**config.mk**
```make
export PLATFORM = sky130hd
export DESIGN_NAME = btn_press_detect
export DESIGN_NICKNAME = d
export VERILOG_FILES = /design/src/rtl/btn_press_detect.sv
export SDC_FILE = /design/constraint.sdc
export NUM_CORES = 1
export LEC_CHECK = 0
export BUFFER_PORTS_ARGS = -buffer_cell sky130_fd_sc_hd__buf_2
export CAP_MARGIN = 5
export CORE_MARGIN = 5
export CORE_UTILIZATION = 63
export DETAILED_ROUTE_END_ITERATION = 8
export PLACE_DENSITY_LB_ADDON = 0.25
export SLEW_MARGIN = 0
export SYNTH_ARGS = -nofsm -noshare
export SYNTH_HDL_FRONTEND = slang
export SYNTH_SLANG_ARGS = --single-unit
```
**constraint.sdc**
```tcl
create_clock -name i_clk_32k -period 2.8 [get_ports i_clk_32k]
set_input_delay 0 -clock i_clk_32k [delete_from_list [all_inputs] [get_ports i_clk_32k]]
set_output_delay 0 -clock i_clk_32k [all_outputs]
set_load 0.1 [all_outputs]
```
**src/rtl/btn_press_detect.sv**
```systemverilog
// N-channel button conditioner: 2-FF sync, debounce, power-up arming, short/long press pulses.
// Define BTN_STUCK_DETECT_EN to build the stuck-button detector driving o_stuck.
module btn_press_detect #(
    parameter int N_CH      = 2,
    parameter int ACTIVE_LOW = 1,
    parameter int DEB_CYC   = 32,
    parameter int ARM_CYC   = 65536,
    parameter int SHORT_CYC = 64,
    parameter int LONG_CYC  = 131072,
    parameter int STUCK_CYC = 524288
) (
    input  logic            i_clk_32k,
    input  logic            i_rst_n,
    input  logic [N_CH-1:0] i_btn,
    output logic [N_CH-1:0] o_btn_held,
    output logic [N_CH-1:0] o_short_pulse,
    output logic [N_CH-1:0] o_long_pulse,
    output logic [N_CH-1:0] o_stuck
);

    localparam int MAX_A   = (DEB_CYC > ARM_CYC) ? DEB_CYC : ARM_CYC;
    localparam int MAX_B   = (LONG_CYC > STUCK_CYC) ? LONG_CYC : STUCK_CYC;
    localparam int MAX_CYC = (MAX_A > MAX_B) ? MAX_A : MAX_B;
    localparam int CW      = $clog2(MAX_CYC + 1);

    // Pin level that means "not pressed"; also the synchroniser reset value.
    localparam logic REL_LVL = (ACTIVE_LOW != 0) ? 1'b1 : 1'b0;

    localparam logic [CW-1:0] DEB_TERM   = CW'(DEB_CYC - 1);
    localparam logic [CW-1:0] ARM_TERM   = CW'(ARM_CYC - 1);
    localparam logic [CW-1:0] SHORT_MIN  = CW'(SHORT_CYC);
    localparam logic [CW-1:0] LONG_TERM  = CW'(LONG_CYC - 1);
`ifdef BTN_STUCK_DETECT_EN
    localparam logic [CW-1:0] STUCK_TERM = CW'(STUCK_CYC - 1);
`endif

    typedef enum logic [1:0] {
        ST_DISARMED = 2'd0,
        ST_IDLE     = 2'd1,
        ST_PRESSED  = 2'd2,
        ST_LONG     = 2'd3
    } state_e;

    for (genvar g = 0; g < N_CH; g++) begin : g_ch
        logic          sync1_q;
        logic          sync2_q;
        logic          press_s;
        logic          deb_q;
        logic          deb_d;
        logic [CW-1:0] deb_cnt_q;
        logic [CW-1:0] deb_cnt_d;
        state_e        state_q;
        logic [CW-1:0] arm_cnt_q;
        logic [CW-1:0] hold_cnt_q;
        logic          held_q;
        logic          short_q;
        logic          long_q;
`ifdef BTN_STUCK_DETECT_EN
        logic          stuck_q;
`endif

        // Two-flop synchroniser for the asynchronous pin.
        always_ff @(posedge i_clk_32k or negedge i_rst_n) begin
            if (!i_rst_n) begin
                sync1_q <= REL_LVL;
                sync2_q <= REL_LVL;
            end else begin
                sync1_q <= i_btn[g];
                sync2_q <= sync1_q;
            end
        end

        assign press_s = sync2_q ^ REL_LVL;

        // Debounce: the level flips only after DEB_CYC consecutive disagreeing samples.
        always_comb begin
            deb_d     = deb_q;
            deb_cnt_d = '0;
            if (press_s != deb_q) begin
                if (deb_cnt_q == DEB_TERM) begin
                    deb_d     = ~deb_q;
                    deb_cnt_d = '0;
                end else begin
                    deb_cnt_d = deb_cnt_q + CW'(1);
                end
            end else begin
                deb_cnt_d = '0;
            end
        end

        // Debounce state registers.
        always_ff @(posedge i_clk_32k or negedge i_rst_n) begin
            if (!i_rst_n) begin
                deb_q     <= 1'b0;
                deb_cnt_q <= '0;
            end else begin
                deb_q     <= deb_d;
                deb_cnt_q <= deb_cnt_d;
            end
        end

        // Arming / press-classification FSM with registered outputs.
        always_ff @(posedge i_clk_32k or negedge i_rst_n) begin
            if (!i_rst_n) begin
                state_q    <= ST_DISARMED;
                arm_cnt_q  <= '0;
                hold_cnt_q <= '0;
                held_q     <= 1'b0;
                short_q    <= 1'b0;
                long_q     <= 1'b0;
`ifdef BTN_STUCK_DETECT_EN
                stuck_q    <= 1'b0;
`endif
            end else begin
                short_q <= 1'b0;
                long_q  <= 1'b0;
                case (state_q)
                    ST_DISARMED: begin
                        held_q <= 1'b0;
                        if (deb_q) begin
                            arm_cnt_q <= '0;
                        end else if (arm_cnt_q >= ARM_TERM) begin
                            state_q <= ST_IDLE;
`ifdef BTN_STUCK_DETECT_EN
                            stuck_q <= 1'b0;
`endif
                        end else begin
                            arm_cnt_q <= arm_cnt_q + CW'(1);
                        end
                    end
                    ST_IDLE: begin
                        if (deb_q) begin
                            state_q    <= ST_PRESSED;
                            hold_cnt_q <= '0;
                            held_q     <= 1'b1;
                        end else begin
                            held_q <= 1'b0;
                        end
                    end
                    ST_PRESSED: begin
                        // Release is checked first so it wins over the long threshold.
                        if (!deb_q) begin
                            state_q <= ST_IDLE;
                            held_q  <= 1'b0;
                            short_q <= (hold_cnt_q >= SHORT_MIN);
                        end else if (hold_cnt_q == LONG_TERM) begin
                            state_q    <= ST_LONG;
                            long_q     <= 1'b1;
                            hold_cnt_q <= hold_cnt_q + CW'(1);
                        end else begin
                            hold_cnt_q <= hold_cnt_q + CW'(1);
                        end
                    end
                    ST_LONG: begin
                        if (!deb_q) begin
                            state_q <= ST_IDLE;
                            held_q  <= 1'b0;
                        end else begin
`ifdef BTN_STUCK_DETECT_EN
                            if (hold_cnt_q >= STUCK_TERM) begin
                                state_q   <= ST_DISARMED;
                                stuck_q   <= 1'b1;
                                held_q    <= 1'b0;
                                arm_cnt_q <= '0;
                            end else begin
                                hold_cnt_q <= hold_cnt_q + CW'(1);
                            end
`else
                            held_q <= 1'b1;
`endif
                        end
                    end
                    default: begin
                        state_q <= ST_DISARMED;
                        held_q  <= 1'b0;
                    end
                endcase
            end
        end

        assign o_btn_held[g]    = held_q;
        assign o_short_pulse[g] = short_q;
        assign o_long_pulse[g]  = long_q;
`ifdef BTN_STUCK_DETECT_EN
        assign o_stuck[g]       = stuck_q;
`else
        assign o_stuck[g]       = 1'b0;
`endif
    end

endmodule
```
After elaboration in Yosys (flattened, before gate mapping)
Index checks and enable logic that the tools add are counted.

word-level totals
  register bits after elaboration = 136
  bits of input ports = 4
  output and inout port bits = 8
  word-level logic and storage cells = 120

cells by class
  $add $sub $neg = 6
  $lt $le $gt $ge = 4
  eq/ne operators = 28
  multiplexer cells = 44
  bitwise logic cells = 4
  reduce and logical (&&, ||, !) cells = 14

operators by type and width
  operator                                                count
  two-way mux 20 bit                                      12
  adder 20 x 1 -> 20 bit (second input constant)          6
  one-hot mux 20 bit (2 select lines)                     2
  equality test 20 x 17 -> 1 bit (second input constant)  2
  equality test 20 x 5 -> 1 bit (second input constant)   2
  >= comparator 20 x 16 -> 1 bit (second input constant)  2
  >= comparator 20 x 7 -> 1 bit (second input constant)   2
  inequality test 2 bit (second input constant)           14
  two-way mux 2 bit                                       12
  one-hot mux 2 bit (4 select lines)                      2
  two-way mux 1 bit                                       14
  AND reduction 5 bit                                     2
  equality test 2 bit (second input constant)             4
  AND reduction 2 bit                                     4
  inequality test 3 bit (second input constant)           2
  one-hot mux 1 bit (3 select lines)                      2
  AND reduction 3 bit                                     2
  equality test 2 x 1 -> 1 bit (second input constant)    2
  zero test 2 bit                                         2
  NOT 1 bit                                               4
  nonzero test 2 bit                                      2
  OR reduction 2 bit                                      2
  inequality test 1 bit                                   2

Depth between registers and ports, before layout
Gate-level depths: netlist (run 1).

  depth in word-level cells = 4
  gate-level depth with buffers = 9

Worst setup path before layout (run 1)
OpenSTA, ideal clock, no wires.

  kind = flip-flop to flip-flop
  start = reg g_ch[1].state_q[0]
  end = reg g_ch[1].state_q[0]
  library setup time = 0.079 ns
  arrival = 1.907 ns
  required time = 2.721 ns
  path slack = 0.814 ns
  stages on the path, launching flop included = 9
  clock period less this slack = 1.986 ns
  cells stage by stage = dfrtp_1 -> inv_1 -> ha_1 -> and2_1 -> buf_2 -> nor4_4 -> a21oi_2 -> a21oi_2 -> mux2i_1

between the ends
  word-level cells in the longest chain between the ends = 3
  elaborated cells on any way between the ends = 11
  those cells by class = eq/ne: 8; mux: 1; reduce/logical: 2

ends and longest elaborated chain
  element                                                                          RTL line  source
  from (decl)                                                                      52        state_e state_q;
  from (signal assigned)                                                           105       state_q <= ST_DISARMED;
  from (signal assigned)                                                           123       state_q <= ST_IDLE;
  from (signal assigned)                                                           133       state_q <= ST_PRESSED;
  equality test 2 bit, or another cell as far along                                117       case (state_q)
  inequality test 3 bit (no source line) or inequality test 2 bit (tied branches)  --
  AND reduction 5 bit (no source line)                                             --

Parallel ways exist; a longest one is shown, timed or not.
A chain may end at the register's enable or synchronous reset.

Worst setup path after layout (run 1)
  start = reg g_ch[1].state_q[1]
  end = reg g_ch[1].hold_cnt_q[11]

between the ends
  word-level cells in the longest chain between the ends = 3
  elaborated cells on any way between the ends = 7
  those cells by class = eq/ne: 4; mux: 1; reduce/logical: 2

ends and longest elaborated chain
  element                                                                       RTL line  source
  equality test 2 bit or equality test 2 x 1 -> 1 bit (tied branches)           117
  inequality test 2 bit (no source line) or nonzero test 2 bit (tied branches)  --
  AND reduction 3 bit (no source line)                                          --
  to (signal assigned)                                                          149       hold_cnt_q <= hold_cnt_q + CW'(1);
  to (signal assigned)                                                          151       hold_cnt_q <= hold_cnt_q + CW'(1);
  to (decl)                                                                     54        logic [CW-1:0] hold_cnt_q;

Parallel ways exist; a longest one is shown, timed or not.

==> flow_summary_export.csv, run 1 <==
group,metric,value,unit
floorplan,die_height,116,um
layout,drive_above_1_share,10.4,%
timing,worst_pin_slew,1.23,ns
timing,finalMaxSlewViolations,0,
logic_synthesis,netlist_area,7010,um^2
cts,clock_path_buffers,2,
logic_synthesis,ys_seq_area_share,48.6,%
grt,grtUsageMet3,6.53,%
grt,overflow,0,
grt,grt_pass1_wl,23.9,mm
routing,drc,0,
setup_path,path_max_fanout,11,
run,cap_violations,0,
cts,cts_tree,"done",
grt,top_usage_layer,"met2",
routing,drt-initial-drc-count,533,
cts,h-tree-depth,4,
grt,grt_max_degree,120,
layout,syn_to_final_growth,10.3,%
timing,fmax,453,MHz
placed_design,placed_area,7110,um^2
setup_path,worstPathRequired,3.25,ns
logic_synthesis,syn_avg_cell_area,9.81,um^2
power_and_ir_drop,pwr-share-seq,45.8,%
grt,grt.total_usage,22.3,%
timing,finalSetupViolCount,0,
power_and_ir_drop,p_sw,0.863,mW
timing,period_share,78.8,%
cts,root_buffer,"clkbuf_8",
setup_path,cp-end-kind,"flip-flop",
grt,use_met1,27.4,%
status,status,"complete, no violations",
layout,n_antenna_cell,0,
placed_design,hpwl,8.79,mm
power_and_ir_drop,p_int,3.48,mW
logic_synthesis,synthFlopType,"dfrtp_1",
min_path,hold_class,"primary input to flip-flop",
power_and_ir_drop,clock_power_share,52.3,%
timing,tns,0,ns
floorplan,row_count,38,
layout,fin_area,7740,um^2
routing,dr.pass1.iters,7,
cts,clk_pin_slew_worst_paths,0.06,ns
cts,cts_setup_buffers,0,
timing,hold_viol,0,
grt,grt_pass1_vias,5291,
placed_design,io_buffers,9,
logic_synthesis,ys_async_sr_fraction,100,%
routing,wirelength,13.6,mm
timing,finClkSkew,0.00408,ns
setup_path,critPathLaunchType,"flip-flop",
grt,globalRouteMet2Util,37.1,%
timing,relSlewSlack,17.4,%
power_and_ir_drop,power.density,561,nW/um^2
routing,vias,5284,
floorplan,initial_core_util,64.4,%
power_and_ir_drop,p_leak,3.37,nW
cts,cts_made_buffers,17,
layout,fin_nets,739,
routing,vias_per_cell,6.07,
floorplan,ioPinCount,12,
logic_synthesis,ys_ff_latch,136,
power_and_ir_drop,p_sw_share,19.9,%
routing,antenna_left,0,
floorplan,die_w,116,um
cts,cts.sinks,136,
power_and_ir_drop,peakVddDrop,0.615,mV
logic_synthesis,synth_edf_count,0,
layout,nFillCells,757,
floorplan,core_area,10900,um^2
logic_synthesis,yosysUniqueCellTypes,55,
logic_synthesis,synthCells,715,
routing,avgRoutedWirePerCell,15.6,um
timing,rsz0062_at_grt,"false",
timing,timing.final.crit_period,2.21,ns
setup_path,timing.critical_path.arrival,2.65,ns
floorplan,die_area,13300,um^2
power_and_ir_drop,power_frac_comb,1.8,%
placed_design,routabilityCongestion,0.839,
cts,insertion_delay,0.53,ns
grt,antenna_found_initial,0,
setup_path,worstSetupPathType,"flip-flop to flip-flop",
logic_synthesis,ys_warn_count,0,
## power by group through the flow
stage                     clock [mW]  combinational (mW)  sequential, mW
final                           2.27              0.0798            1.99
after global routing            2.40              0.0939            1.99
after CTS                       2.30              0.0835            1.99
after detailed placement           0              0.0800            2.02
after global placement             0              0.0775            2.02
after floorplan                    0              0.0357            2.02
## kinds of logic after synthesis
family,after synthesis,synth area share [%]
flops,136,48.6
fa+ha+maj,16,2.85
mux,17,2.43
compound gates,101,9.53
buf+inv,54,3.60
xor+xnor,62,7.74
other cells,1,0.0535
simple gates,328,25.2
## worst paths after layout
path | startpoint | to | slack (ns) | cells after the start
worst min register to register | g_ch[1].sync1_q | g_ch[1].sync2_q | 0.36 | 0
worst max-delay path | g_ch[1].state_q[1] | g_ch[1].hold_cnt_q[11] | 0.59 | 5
worst max register to register | g_ch[1].state_q[1] | g_ch[1].hold_cnt_q[11] | 0.59 | 5
min in group asynchronous | i_rst_n | g_ch[1].arm_cnt_q[8] | 0.15 | 2
max in group asynchronous | i_rst_n | g_ch[0].hold_cnt_q[19] | 1.80 | 3
worst min-delay path | i_btn[0] | g_ch[0].sync1_q | 0.11 | 2
## through the flow
stage	power [mW]	util [%]	hold slack, ns	worst slack (ns)	cells
finish	4.34	71.1	0.112	0.594	871
global route	4.48	71.1	0.121	0.385	871
CTS	4.37	71.1	0.104	0.640	871
detailed placement	2.10	65.3	0.111	0.678	837
global placement	2.10	65.3	0.106	0.786	837
floorplan	2.06	-	-0.296	0.814	716
## flip-flops by register name (all words and copies together) (netlist names)
register / flops
g_ch.state_q: 4
g_ch.sync2_q: 2
g_ch.deb_cnt_q: 40
g_ch.arm_cnt_q: 40
g_ch.short_q: 2
g_ch.sync1_q: 2
g_ch.hold_cnt_q: 40
g_ch.held_q: 2
g_ch.long_q: 2
g_ch.deb_q: 2
## synthesized netlist by cell type, types with 2 or more instances
library cell,number,area share [%]
buf_2,9,0.64
nor2_1,87,4.7
nor2b_1,5,0.45
mux2i_1,17,2.4
or3_1,3,0.27
dfstp_2,4,1.5
nor4b_1,3,0.37
a211oi_1,5,0.54
buf_4,8,0.86
nor4_2,3,0.54
and4_1,13,1.6
and2_1,8,0.71
a21o_1,3,0.32
a22o_1,2,0.25
a21oi_2,3,0.37
nor3_2,3,0.43
o211ai_1,5,0.54
nor3_1,15,1.1
nor3b_1,2,0.21
a31oi_1,10,0.89
o31ai_1,7,0.75
nand4_1,33,2.9
dfrtp_1,132,47
o22ai_1,3,0.27
nand2_1,55,2.9
a2111oi_2,4,0.86
a21oi_1,10,0.71
nand3_1,47,3.4
clkbuf_1,13,0.70
nor4_1,20,1.8
o21ai_0,43,3.1
nor4_4,2,0.61
xnor2_1,37,4.6
xor2_1,25,3.1
inv_1,21,1.1
ha_1,16,2.9
or2_2,4,0.36
a31o_2,2,0.25
and3_1,17,1.5
## worst max-delay path, cell delays in order, from the launching register on
cell     delay [ns]
dfrtp_1        0.38
inv_1          0.09
ha_1           0.25
o21ai_0        0.98
o21ai_0        0.29
o21ai_0        0.13
## layout by cell type, fill, tap and decap left out, types with 10 or more instances in the layout
cell type  synthesis  routed
a21oi_1           10      10
a31oi_1           10      10
and3_1            17      17
and4_1            13      13
clkbuf_16          0      16
dfrtp_1          132     132
ha_1              16      16
inv_1             21      21
mux2i_1           17      17
nand2_1           55      55
nand3_1           47      47
nand4_1           33      33
nor2_1            87      87
nor3_1            15      15
nor4_1            20      20
o21ai_0           43      43
xnor2_1           37      37
xor2_1            25      25
## final cells by class
class                      instances  area (um^2)  share of cell area (%)
sequential                       136         3410                    44.0
tap                              140          175                    2.26
inverter                          21         78.8                    1.02
multi-input combinational        526         3360                    43.4
clock inverter                     9          148                    1.91
clock buffer                      22          453                    5.85
timing repair buffer              17          119                    1.54
## per-layer routing
layer  wire (um)  vias to the layer above
met2        6790                      116
met5           0                        -
met1        5980                     2586
li1            -                     2552
met4         290                        0
met3         538                       30
## what timing repair did
action                                 in CTS  in global routing
endpoints found under the hold margin     115                  0
hold buffers                                3                  0
resized for setup                           0                  0
No activity file was read; power rests on OpenSTA's default activity.
==> run 2, diff against run 1 <==
Settings changed: ABC_AREA set to 1, CORE_UTILIZATION 63 to 57.
Clock period 2.8 ns to 1.9 ns, I/O delays scaled along.
==> flow_summary_export.csv, run 2 <==
group,metric,value,unit
setup_path,r2r_cells,8,
setup_path,critical_path.startpoint,"g_ch[0].arm_cnt_q[1]",
layout,fin_nets,1052,
status,status,"complete, no violations",
cts,clk_pin_slew_worst_paths,0.06,ns
timing,tns,0,ns
cts,cts_made_buffers,17,
setup_path,cp_cell_sequence,"ha_1, nand2_1, nor2_4, nand4_2, a21oi_2, nand3_1, nand2_1, nand2_1",
layout,syn_to_final_growth,13.0,%
cts,insertion_delay,0.42,ns
layout,drive_above_1_share,9.20,%
layout,nFillCells,1121,
timing,timing.final.crit_period,1.78,ns
timing,period_share,93.9,%
floorplan,die_area,15600,um^2
power_and_ir_drop,p_sw_share,20.8,%
floorplan,die_w,125,um
logic_synthesis,yosysTopAreaCell,"dfrtp_1",
setup_path,path_buf_inv,0,
logic_synthesis,ys_async_sr_fraction,100,%
logic_synthesis,yosysUniqueCellTypes,47,
grt,grt_pass1_wl,27.9,mm
setup_path,reg2reg_from,"g_ch[0].arm_cnt_q[1]",
layout,fin_area,8520,um^2
setup_path,critPathLaunchType,"flip-flop",
routing,vias_per_cell,5.30,
setup_path,worstPathRequired,2.21,ns
cts,cts.sinks,136,
layout,reg_top3,"g_ch.arm_cnt_q: 40 flops, g_ch.deb_cnt_q: 40 flops, g_ch.hold_cnt_q: 40 flops",
setup_path,cp.depth,8,
setup_path,timing.critical_path.arrival,2.09,ns
floorplan,core_area,13100,um^2
logic_synthesis,netlist_area,7550,um^2
logic_synthesis,ys_ff_latch,136,
routing,vias,6462,
routing,wirelength,15.9,mm
setup_path,cp-end-kind,"flip-flop",
floorplan,row_count,42,
power_and_ir_drop,p_int,5.11,mW
logic_synthesis,synthTopCellsByArea,"dfrtp_1, nand2_1, nor2_1",
grt,grt_pass1_vias,6151,
logic_synthesis,synthCells,998,
logic_synthesis,ys_warn_count,0,
setup_path,critical-path-max-stage-delay,0.38,ns
power_and_ir_drop,clock_power_share,52.7,%
setup_path,crit_top_cell,"nand2_1",
logic_synthesis,synth_top_area_share,43.8,%
cts,cts_tree,"done",
power_and_ir_drop,power.density,757,nW/um^2
power_and_ir_drop,pwr-share-seq,45.4,%
setup_path,path_max_fanout,7,
layout,utilization,64.9,%
placed_design,place_ws,0.0803,ns
logic_synthesis,synth_edf_count,0,
routing,avgRoutedWirePerCell,13.0,um
setup_path,worstSetupPathType,"flip-flop to flip-flop",
routing,drc,0,
layout,most-common-layout-cells,"nand2_1, nor2_1, dfrtp_1",
timing,fmax,561,MHz
min_path,hold_class,"primary input to asynchronous set/reset pin",
run,cap_violations,0,
timing,finClkSkew,0.00582,ns
grt,overflow,0,
logic_synthesis,synthMostInstantiatedCell,"nand2_1",
placed_design,hpwl,11.1,mm
floorplan,ioPinCount,12,
setup_path,r2r_end,"g_ch[0].state_q[0]",
grt,grt_max_degree,62,
power_and_ir_drop,p_leak,3.88,nW
cts,h-tree-depth,4,
logic_synthesis,syn_avg_cell_area,7.56,um^2
logic_synthesis,synthTopCellsByCount,"nand2_1, nor2_1, dfrtp_1",
floorplan,die_height,125,um
placed_design,routabilityCongestion,0.883,
floorplan,initial_core_util,57.4,%
placed_design,io_buffers,9,
power_and_ir_drop,peakVddDrop,0.556,mV
power_and_ir_drop,power_frac_comb,2.0,%
routing,antenna_left,0,
layout,n_antenna_cell,0,
placed_design,placed_area,7870,um^2
layout,final_common_cell,"nand2_1",
setup_path,cpMaxStageDelayCell,"dfrtp_1",
logic_synthesis,ys_seq_area_share,45.2,%
grt,grt.total_usage,21.3,%
timing,hold_viol,0,
cts,root_buffer,"clkbuf_16",
grt,antenna_found_initial,0,
timing,finalMaxSlewViolations,0,
routing,drt-initial-drc-count,550,
timing,finalSetupViolCount,0,
logic_synthesis,synthFlopType,"dfrtp_1",
timing,fin_ws,0.117,ns
routing,dr.pass1.iters,5,
power_and_ir_drop,p_sw,1.34,mW
setup_path,crit_family,"simple AND/OR/NAND/NOR gates",
setup_path,reg2reg_slack,0.12,ns
timing,rsz0062_at_grt,"true",
cts,clock_path_buffers,2,
-- run 2: cell type report --
type	count	area (um^2)	area share, %
timing repair buffer	34	259	3.04
inverter	127	480	5.64
tap	176	220	2.58
clock buffer	17	425	4.99
multi-input combinational	716	3550	41.6
clock inverter	14	183	2.14
sequential	136	3410	40.0
-- run 2: layer usage --
layer	part of all wire, %	vias up	track usage (%)
li1	-	3271	-
met4	1.5	0	6.76
met3	4.0	27	5.16
met5	0	-	0
met1	48	3041	29.4
met2	46	123	33.3
-- run 2: worst max-delay path by stage --
stage                            endpoint  slack [ns]
global placement     g_ch[0].arm_cnt_q[0]        0.14
finish                 g_ch[0].state_q[0]        0.12
detailed placement  g_ch[1].arm_cnt_q[15]        0.08
floorplan           g_ch[0].hold_cnt_q[5]        0.33
CTS                  g_ch[1].arm_cnt_q[8]        0.06
global route        g_ch[1].arm_cnt_q[15]       -0.03
-- run 2: cells by family (layout without fill, tap and decap cells) --
family	count (synthesis)	after routing	share of synthesized area [%]
other	1	2	0.0497
buffers and inverters	147	192	8.06
DFF	136	136	45.2
AOI/OAI and AO/OA	114	114	8.27
and+or+nand+nor	548	548	31.6
muxes	2	2	0.282
adders and majority gates	16	16	2.65
xor gates and xnor gates	34	34	3.95
-- run 2: stage by stage --
stage | hold WS [ns] | std cells | total power [mW]
after CTS | 0.0406 | 1220 | 6.53
final | 0.0394 | 1220 | 6.46
after detailed placement | -0.0788 | 1186 | 3.11
after floorplan | -0.296 | 999 | 3.03
after global routing | 0.0702 | 1220 | 6.68
after global placement | -0.0812 | 1186 | 3.11
-- run 2: power groups by stage --
stage          Sequential [mW]  Combinational [mW]  Clock (mW)
2_1_floorplan             2.98              0.0515           0
3_3_place_gp              2.98               0.128           0
3_5_place_dp              2.98               0.129           0
4_1_cts                   2.93               0.135        3.47
5_1_grt                   2.93               0.150        3.61
6_report                  2.93               0.129        3.40
-- run 2: what timing repair did --
action | 4_1_cts | 5_1_grt
endpoints found under the hold margin | 134 | 0
buffers inserted | 0 | 0
hold buffers | 3 | 0
resized for setup | 0 | 6
endpoints found under the setup margin | 0 | 20
